===== src/rtl/rca32_pkg.sv =====
// Shared constants for the 32-bit ripple-carry adder/subtractor.
package rca32_pkg;
   localparam int   WIDTH    = 32;
   localparam logic MODE_ADD = 1'b0;
   localparam logic MODE_SUB = 1'b1;
endpackage


===== src/rtl/full_adder.sv =====
// Combinational 1-bit full-adder cell used as one link of the ripple chain.
module full_adder (
   input  logic a,
   input  logic b,
   input  logic cin,
   output logic sum,
   output logic cout
);
   assign sum  = a ^ b ^ cin;
   assign cout = (a & b) | (a & cin) | (b & cin);
endmodule


===== src/rtl/rca_32bit.sv =====
// Registered 32-bit ripple-carry adder with optional subtract (macro RCA32_SUB_EN).
// Without RCA32_SUB_EN the block always adds and subtract_mode is ignored.
module rca_32bit
   import rca32_pkg::*;
(
   input  logic             clk,
   input  logic             rst_n,
   input  logic [WIDTH-1:0] operand_a,
   input  logic [WIDTH-1:0] operand_b,
   input  logic             carry_in,
   input  logic             subtract_mode,
   output logic [WIDTH-1:0] result,
   output logic             carry_out,
   output logic             overflow
);
   logic [WIDTH-1:0] b_eff_p0;
   logic [WIDTH-1:0] sum_p0;
   logic [WIDTH:0]   c_p0;
   logic             carry_p0;
   logic             ovf_p0;

`ifdef RCA32_SUB_EN
   logic sub;
   assign sub         = (subtract_mode == MODE_SUB);
   assign b_eff_p0    = operand_b ^ {WIDTH{sub}};
   assign c_p0[0]     = carry_in ^ sub;
   // Raw chain carry is inverted in subtract mode so it reads as borrow-out.
   assign carry_p0    = c_p0[WIDTH] ^ sub;
`else
   logic unused_mode;
   assign unused_mode = subtract_mode;
   assign b_eff_p0    = operand_b;
   assign c_p0[0]     = carry_in;
   assign carry_p0    = c_p0[WIDTH];
`endif

   genvar i;
   generate
      for (i = 0; i < WIDTH; i++) begin : g_chain
         full_adder u_fa (
            .a    (operand_a[i]),
            .b    (b_eff_p0[i]),
            .cin  (c_p0[i]),
            .sum  (sum_p0[i]),
            .cout (c_p0[i+1])
         );
      end
   endgenerate

   assign ovf_p0 = c_p0[WIDTH] ^ c_p0[WIDTH-1];

   // Stage p0 -> output register
   always_ff @(posedge clk) begin
      if (!rst_n) begin
         result    <= '0;
         carry_out <= 1'b0;
         overflow  <= 1'b0;
      end else begin
         result    <= sum_p0;
         carry_out <= carry_p0;
         overflow  <= ovf_p0;
      end
   end
endmodule


===== config.mk =====
export PLATFORM = sky130hd
export DESIGN_NAME = rca_32bit
export DESIGN_NICKNAME = d
export VERILOG_FILES = /design/src/rtl/rca32_pkg.sv /design/src/rtl/full_adder.sv /design/src/rtl/rca_32bit.sv
export SDC_FILE = /design/constraint.sdc
export NUM_CORES = 1
export LEC_CHECK = 0
export CAP_MARGIN = 25
export CORE_AREA = 2 2 66 68
export CTS_BUF_LIST = sky130_fd_sc_hd__clkbuf_8
export DETAILED_ROUTE_END_ITERATION = 6
export DIE_AREA = 0 0 68 70
export DONT_BUFFER_PORTS = 1
export GPL_TIMING_DRIVEN = 0
export HOLD_SLACK_MARGIN = 0.03
export PLACE_DENSITY = 0.64
export SLEW_MARGIN = 20
export SYNTH_ARGS = -nofsm -noshare
export SYNTH_HDL_FRONTEND = slang
export SYNTH_SLANG_ARGS = --single-unit

===== constraint.sdc =====
create_clock -name clk -period 14.9 [get_ports clk]
set_clock_uncertainty 0.05 [all_clocks]
set_input_delay 0.745 -clock clk [delete_from_list [all_inputs] [get_ports clk]]
set_output_delay 0.745 -clock clk [all_outputs]
set_load 0.01 [all_outputs]

==> results.cfg, run 1 <==
[place]
post-dp-hpwl_mm = 2.42
place_congestion = 0.710
port_buffers = 0

[detailed_routing]
routed_via_density = 4.63
drc = 0
first_pass_iters = 2
drt_iter0_drc = 24
dr_total_vias = 783
wirelength_mm = 2.75
ant_nets = 0
wire_per_inst_um = 16.2

[synthesis]
ys_types = 7
yosys_warnings = 0
synth-edff-count = 0
yosysTopAreaCell = dfxtp_1
synth_common_cells = 34 x dfxtp_1, 32 x fa_1, 31 x and2_1, 7 x inv_1
synthFlopType = dfxtp_1
synthesis.area_um2 = 1580
synth_top_area_share_pct = 43.0
synth_most_common_cell = dfxtp_1
ys_top_cells_by_area = dfxtp_1 43%, fa_1 40%, and2_1 12%
synthArstFlopShare_pct = 0
seq_area_frac_synth_pct = 43.0
synth_fp_nets = 211
syn_inst = 111
synth_area_per_cell_um2 = 14.3
ys_ff_latch = 34

[clocking]
cts_resized = 0
cts_tree = done
clk_pin_slew_ps = 60
cts_sinks = 34
cts_setup_buffers = 0
numCtsBuffers = 5
postCtsHoldBufs = 0
cts-root-buf = clkbuf_8
h-tree-depth = 2
clk_path_buf_depth = 2

[critical_path]
critical_path_required_ps = 15060
slowest_delay_ps = 420
start_kind = primary input
critPathKind = primary input to flop
critical_path_buf_inv_count = 3
path_common_cell = fa_1
end_kind = flop
crit_family = adder cells
cp_max_fo = 2
crit_slowest_cell = fa_1
crit_arrival_ps = 13530

[final_layout]
n_fill_cell = 380
n_antenna_cell = 0
syn2layout_area_growth_pct = 9.32
drive_above_1_share_pct = 7.69
fin_nets = 218

[grt]
grt_pass1_wl_mm = 4.02
grt_overflow_total = 0
antenna_found_initial = 0
grt_util_all_layers_pct = 12.0
grt_max_degree = 11
grt_pass1_vias = 871

[timing]
clock.fmax_ghz = 0.0748
worstMarginPinSlew_ps = 133
hold_violations = 0
fin_crit_ps = 13370
setup_viol = 0
whs_ps = 550
rsz0062_at_grt = no
fin_crit_sh_pct = 89.8
slew_violations = 0
tns_ps = 0
relSlewSlack_pct = 91.0

[power_and_ir_drop]
leakage_nw = 0.701
power-per-cell-area_nw_per_um2 = 119
peakVddDrop_v = 0.0000454

[floorplan]
ios = 102
rows = 24
start_util_pct = 38.2
die_y_um = 70
die_w_um = 68
design.core.area_um2 = 4140
design.die.area_um2 = 4760

[flow_run]
maxCapViolCount = 0

[worst_hold_path]
min_path_type = primary input to flop

[outcome]
run_status = finished, final reports clean
==> report_power, final <==
group          internal [mW]  switching (mW)  total [mW]
logic                 0.0155          0.0120      0.0275
registers              0.103          0.0107       0.114
clock network         0.0356          0.0287      0.0643
==> registers in the layout, summed over array words and instances, names as in the netlist <==
register	flops
result	32
carry_out	1
overflow	1
==> stage by stage <==
step	worst slack (ps)	std cells	power, mW	instance area [µm²]	util (%)
final	1530	169	0.206	1730	41.8
after detailed placement	1200	163	0.144	1650	39.8
after global placement	1410	163	0.141	1650	39.8
after global routing	1010	169	0.219	1730	41.8
after CTS	1480	169	0.210	1730	41.8
after floorplan	1820	111	0.135	1580	-
==> cells by family after synthesis <==
group | synth area share (%)
xor+xnor | 0.553
fa+ha+maj | 40.4
buf+inv | 2.61
flops | 43.0
simple gates | 13.4
==> area by class of cell <==
class	instances	area [µm²]	share of cell area, %
Multi-Input combinational cell	67	862	49.8
Clock buffer	6	82.6	4.77
Sequential cell	34	681	39.3
Buffer	3	15.0	0.867
Tap cell	52	65.1	3.76
Inverter	7	26.3	1.52
==> routing by layer <==
layer	vias to the layer above	track usage, %	part of all wire (%)
met2	64	21.4	55
met5	-	0	0
met4	0	7.33	1.7
met1	379	10.5	30
met3	5	5.48	13
li1	335	-	-
==> worst paths after layout <==
path | start | end | cells after the start
worst min-delay path | rst_n | result[9] | 1
worst max-delay path | operand_a[0] | result[31] | 36
==> placed cells by master (no fill, tap or decap) <==
cell / n
nor2b_1: 3
xnor2_1: 1
clkbuf_2: 3
dfxtp_1: 34
and2_1: 31
clkbuf_8: 6
inv_1: 7
fa_1: 32
No activity file was read; power rests on OpenSTA's default activity.
==> inputs of run 2 (changes only) <==
CTS_CLUSTER_SIZE = 14   (was not set)
REMOVE_ABC_BUFFERS = 1   (was not set)
==> run 2 against run 1 <==
  * Sequential share of layout area up 0.057 points
  * Via count down 2.9%
  * Clock-buffer cell count unchanged
  * Total power rose by 1.6%
  * Maximum frequency increased by 0.33%
  * Design area down 0.14%
  * Die area did not move
  * Critical endpoint unchanged
==> results.cfg, run 2 (same netlist as run 1, synthesis figures left out) <==
[final_layout]
top_register = result
fin_nets = 215
reg.largest.list = result x32, carry_out x1, overflow x1
final_common_cell = dfxtp_1
largest_register_ff_count = 32
n_antenna_cell = 0
final_cell_mix = 34 x dfxtp_1, 32 x fa_1, 31 x and2_1
syn2layout_area_growth_pct = 9.16
post-route-util_pct = 41.7
drive_above_1_share_pct = 6.90

[clocking]
cts_tree = done
cts-root-buf = clkbuf_8
postCtsHoldBufs = 0
cts_setup_buffers = 0
cts_sinks = 34
h-tree-depth = 2
cts_resized = 0
numCtsBuffers = 5
clk_path_buf_depth = 2
clk_pin_slew_ps = 70

[grt]
grt_util_all_layers_pct = 12.4
use_met3_pct = 6.60
grt_pass1_vias = 924
grt_overflow_total = 0
grt_use_met1_pct = 11.4
busiest_layer = met2
antenna_found_initial = 0
grt_max_degree = 35
use_met2_pct = 21.4
grt_pass1_wl_mm = 4.13

[critical_path]
path_common_cell = fa_1
critical_path_required_ps = 15060
critPathKind = primary input to flop
start_kind = primary input
startpoint = operand_a[0]
crit_family = adder cells
critical_path_buf_inv_count = 3
cp_max_fo = 2
slowest_delay_ps = 430
crit_arrival_ps = 13490
crit_cells = 36
crit_slowest_cell = fa_1
end_kind = flop

[detailed_routing]
wirelength_mm = 2.65
routed_via_density = 4.52
ant_nets = 0
drt_iter0_drc = 15
wire_per_inst_um = 15.8
drc = 0
first_pass_iters = 2
dr_total_vias = 760

[floorplan]
rows = 24
start_util_pct = 38.2
design.core.area_um2 = 4140
design.die.area_um2 = 4760
ios = 102
die_y_um = 70
die_w_um = 68

[place]
port_buffers = 0
place_congestion = 0.674
pre_cts_ws_ps = 1160
post-dp-hpwl_mm = 2.23

[outcome]
run_status = finished, final reports clean

[timing]
rsz0062_at_grt = no
fin_crit_ps = 13330
clock.fmax_ghz = 0.0750
slew_violations = 0
hold_violations = 0
setup_viol = 0
relSlewSlack_pct = 90.5
tns_ps = 0
fin_crit_sh_pct = 89.5
worstMarginPinSlew_ps = 143
setup_ws_ps = 1570
whs_ps = 533

[worst_hold_path]
min_path_cells = 1
min_path_type = primary input to flop
hold_path.startpoint = rst_n

[power_and_ir_drop]
power-per-cell-area_nw_per_um2 = 121
peakVddDrop_v = 0.0000418
leakage_nw = 0.693

[flow_run]
maxCapViolCount = 0
-- run 2: cell types whose count changed in the layout (fill, tap and decap cells not counted) --
cell | previous run | this run
clkinvlp_4 | 0 | 1
clkbuf_2 | 3 | 0
clkinv_2 | 0 | 1
-- run 2: routing by layer --
| metal | up-vias | part of all wire (%) |
|---|---|---|
| met2 | 61 | 54 |
| met5 | - | 0 |
| li1 | 332 | - |
| met4 | 0 | 1.0 |
| met1 | 365 | 34 |
| met3 | 2 | 10 |
-- run 2: cell type report --
class / count / area [µm²]
fill: 404 / 2410
multi-input combinational: 67 / 862
sequential: 34 / 681
clock buffer: 6 / 82.6
tap: 52 / 65.1
inverter: 7 / 26.3
clock inverter: 2 / 12.5
-- run 2: power by group --
part / internal [mW] / switching [mW] / leakage (nW) / total [mW]
registers: 0.103 / 0.0106 / 0.283 / 0.114
logic: 0.0149 / 0.0109 / 0.362 / 0.0257
clock network: 0.0371 / 0.0325 / 0.0472 / 0.0696
-- run 2: through the flow --
| step | instances | power, mW | instance area, µm² |
|---|---|---|---|
| global route | 168 | 0.224 | 1730 |
| CTS | 168 | 0.214 | 1730 |
| detailed placement | 160 | 0.143 | 1630 |
| finish | 168 | 0.209 | 1730 |
| global placement | 160 | 0.140 | 1630 |
| floorplan | 108 | 0.135 | 1570 |
-- run 2: path summary, 6_finish.rpt --
| check | slack [ps] | end |
|---|---|---|
| min | 530 | result[26] |
| max | 1570 | result[31] |
==> inputs of run 3 (changes only) <==
CORE_AREA = 2 2 67 69   (was 2 2 66 68)
DIE_AREA = 0 0 69 71   (was 0 0 68 70)
PLACE_DENSITY = 0.63   (was 0.64)
SYNTH_HIERARCHICAL = 1   (was not set)
==> run 3 against run 2 <==
  * First-iteration DRC count up 60%
  * Worst setup slack got worse by 340 ps
  * Design area fell by 0.14%
  * Sequential power about the same
  * Combinational power up 8%
  * Critical path type unchanged
  * Critical endpoint is now overflow
  * Largest cell class unchanged
==> results.cfg, run 3 <==
[power_and_ir_drop]
power-per-cell-area_nw_per_um2 = 117
power_frac_clock_pct = 30.1
p_comb_share_pct = 13.7
leakage_nw = 0.682
switching_share_pct = 25.4
internal-power_mw = 0.151
seq_power_share_pct = 56.2
peakVddDrop_v = 0.0000465
power_switching_mw = 0.0514

[synthesis]
synth-edff-count = 0
ys_ff_latch = 34
synthesis.area_um2 = 1600
synthFlopType = dfxtp_1
yosysTopAreaCell = dfxtp_1
synth_top_area_share_pct = 42.5
syn_inst = 104
synth_common_cells = 34 x and2_2, 34 x dfxtp_1, 32 x fa_1, 3 x clkbuf_2, 1 x xor2_1
seq_area_frac_synth_pct = 42.5
ys_top_cells_by_area = dfxtp_1 43%, fa_1 40%, and2_2 16%
synth_area_per_cell_um2 = 15.4
synthArstFlopShare_pct = 0
ys_types = 5
yosys_warnings = 6

[critical_path]
crit_family = adder cells
crit_slowest_cell = fa_1
crit_cells = 34
end_kind = flop
crit_arrival_ps = 13800
path_common_cell = fa_1
start_kind = primary input
slowest_delay_ps = 440
cp_max_fo = 2
critPathKind = primary input to flop
critical_path_required_ps = 15020
critical_path_buf_inv_count = 0

[clocking]
cts_sinks = 34
clk_pin_slew_ps = 70
cts_tree = done
clk_path_buf_depth = 2
numCtsBuffers = 5
cts-root-buf = clkbuf_8
postCtsHoldBufs = 0
cts_setup_buffers = 0
h-tree-depth = 2
cts_resized = 0

[final_layout]
drive_above_1_share_pct = 36.1
post-route-util_pct = 41.1
top_register = result
largest_register_ff_count = 32
reg.largest.list = result x32, carry_out x1, overflow x1
fin_nets = 208
stdcell_area_um2 = 1730
syn2layout_area_growth_pct = 7.90
finalNonFillerCells = 160
final_cell_mix = 34 x and2_2, 34 x dfxtp_1, 32 x fa_1
n_antenna_cell = 0

[detailed_routing]
drt_iter0_drc = 24
routed_via_density = 4.73
wirelength_mm = 2.63
drc = 0
dr_total_vias = 756
ant_nets = 0
wire_per_inst_um = 16.4
first_pass_iters = 2

[place]
place_congestion = 0.669
post-dp-hpwl_mm = 2.14
pre_cts_ws_ps = 857
dpl.cell_count = 153
port_buffers = 0
placed_cell_area_um2 = 1650

[flow_run]
maxCapViolCount = 0

[grt]
grt_pass1_wl_mm = 4.30
grt_pass1_vias = 874
grt_util_all_layers_pct = 11.7
antenna_found_initial = 0
grt_overflow_total = 0
grt_max_degree = 35

[timing]
fin_crit_sh_pct = 91.8
clock.fmax_ghz = 0.0731
relSlewSlack_pct = 89.3
tns_ps = 0
fin_crit_ps = 13670
worstMarginPinSlew_ps = 160
slew_violations = 0
setup_ws_ps = 1230
rsz0062_at_grt = no
hold_violations = 0
setup_viol = 0

[worst_hold_path]
min_path_type = primary input to flop
min_path_cells = 1

[outcome]
run_status = finished, final reports clean

[floorplan]
die_w_um = 69
design.core.area_um2 = 4200
ios = 102
die_y_um = 71
rows = 24
start_util_pct = 38.1
design.die.area_um2 = 4900
==> run 3: power groups by stage <==
stage	clock (mW)	combinational, mW	sequential (mW)
floorplan	0	0.0217	0.114
global placement	0	0.0260	0.116
detailed placement	0	0.0279	0.116
CTS	0.0653	0.0287	0.114
global route	0.0692	0.0334	0.115
finish	0.0609	0.0277	0.114
==> run 3: area by class of cell <==
class	count	area [µm²]
clock buffers	5	68.8
clock inverters	2	7.51
fillers	385	2480
multi-input cells	67	905
flip-flops and latches	34	681
well taps	52	65.1
==> run 3: worst paths after layout <==
check,slack [ps],endpoint,from
hold / removal,550,result[16],rst_n
setup / recovery,1230,overflow,operand_a[0]
==> run 3: cells by family (layout without fill, tap and decap cells) <==
kind of cell | after synthesis | in the layout | synth area share, %
xor gates and xnor gates | 1 | 1 | 0.547
adders and majority gates | 32 | 32 | 40.0
buffers and inverters | 3 | 7 | 0.938
DFF | 34 | 34 | 42.5
and+or+nand+nor | 34 | 34 | 15.9
==> run 3: per-stage QoR <==
stage	total power, mW	hold WS, ps
final	0.202	548
after floorplan	0.136	831
after global routing	0.217	530
after detailed placement	0.144	837
after CTS	0.208	535
after global placement	0.142	835
==> run 3: metal layers <==
| metal | GRT usage (%) | share of wire [%] | up-vias |
|---|---|---|---|
| met5 | 0 | 0 | - |
| li1 | - | - | 316 |
| met2 | 18.2 | 47 | 77 |
| met1 | 11.7 | 34 | 357 |
| met4 | 5.23 | 1.8 | 0 |
| met3 | 8.97 | 18 | 6 |
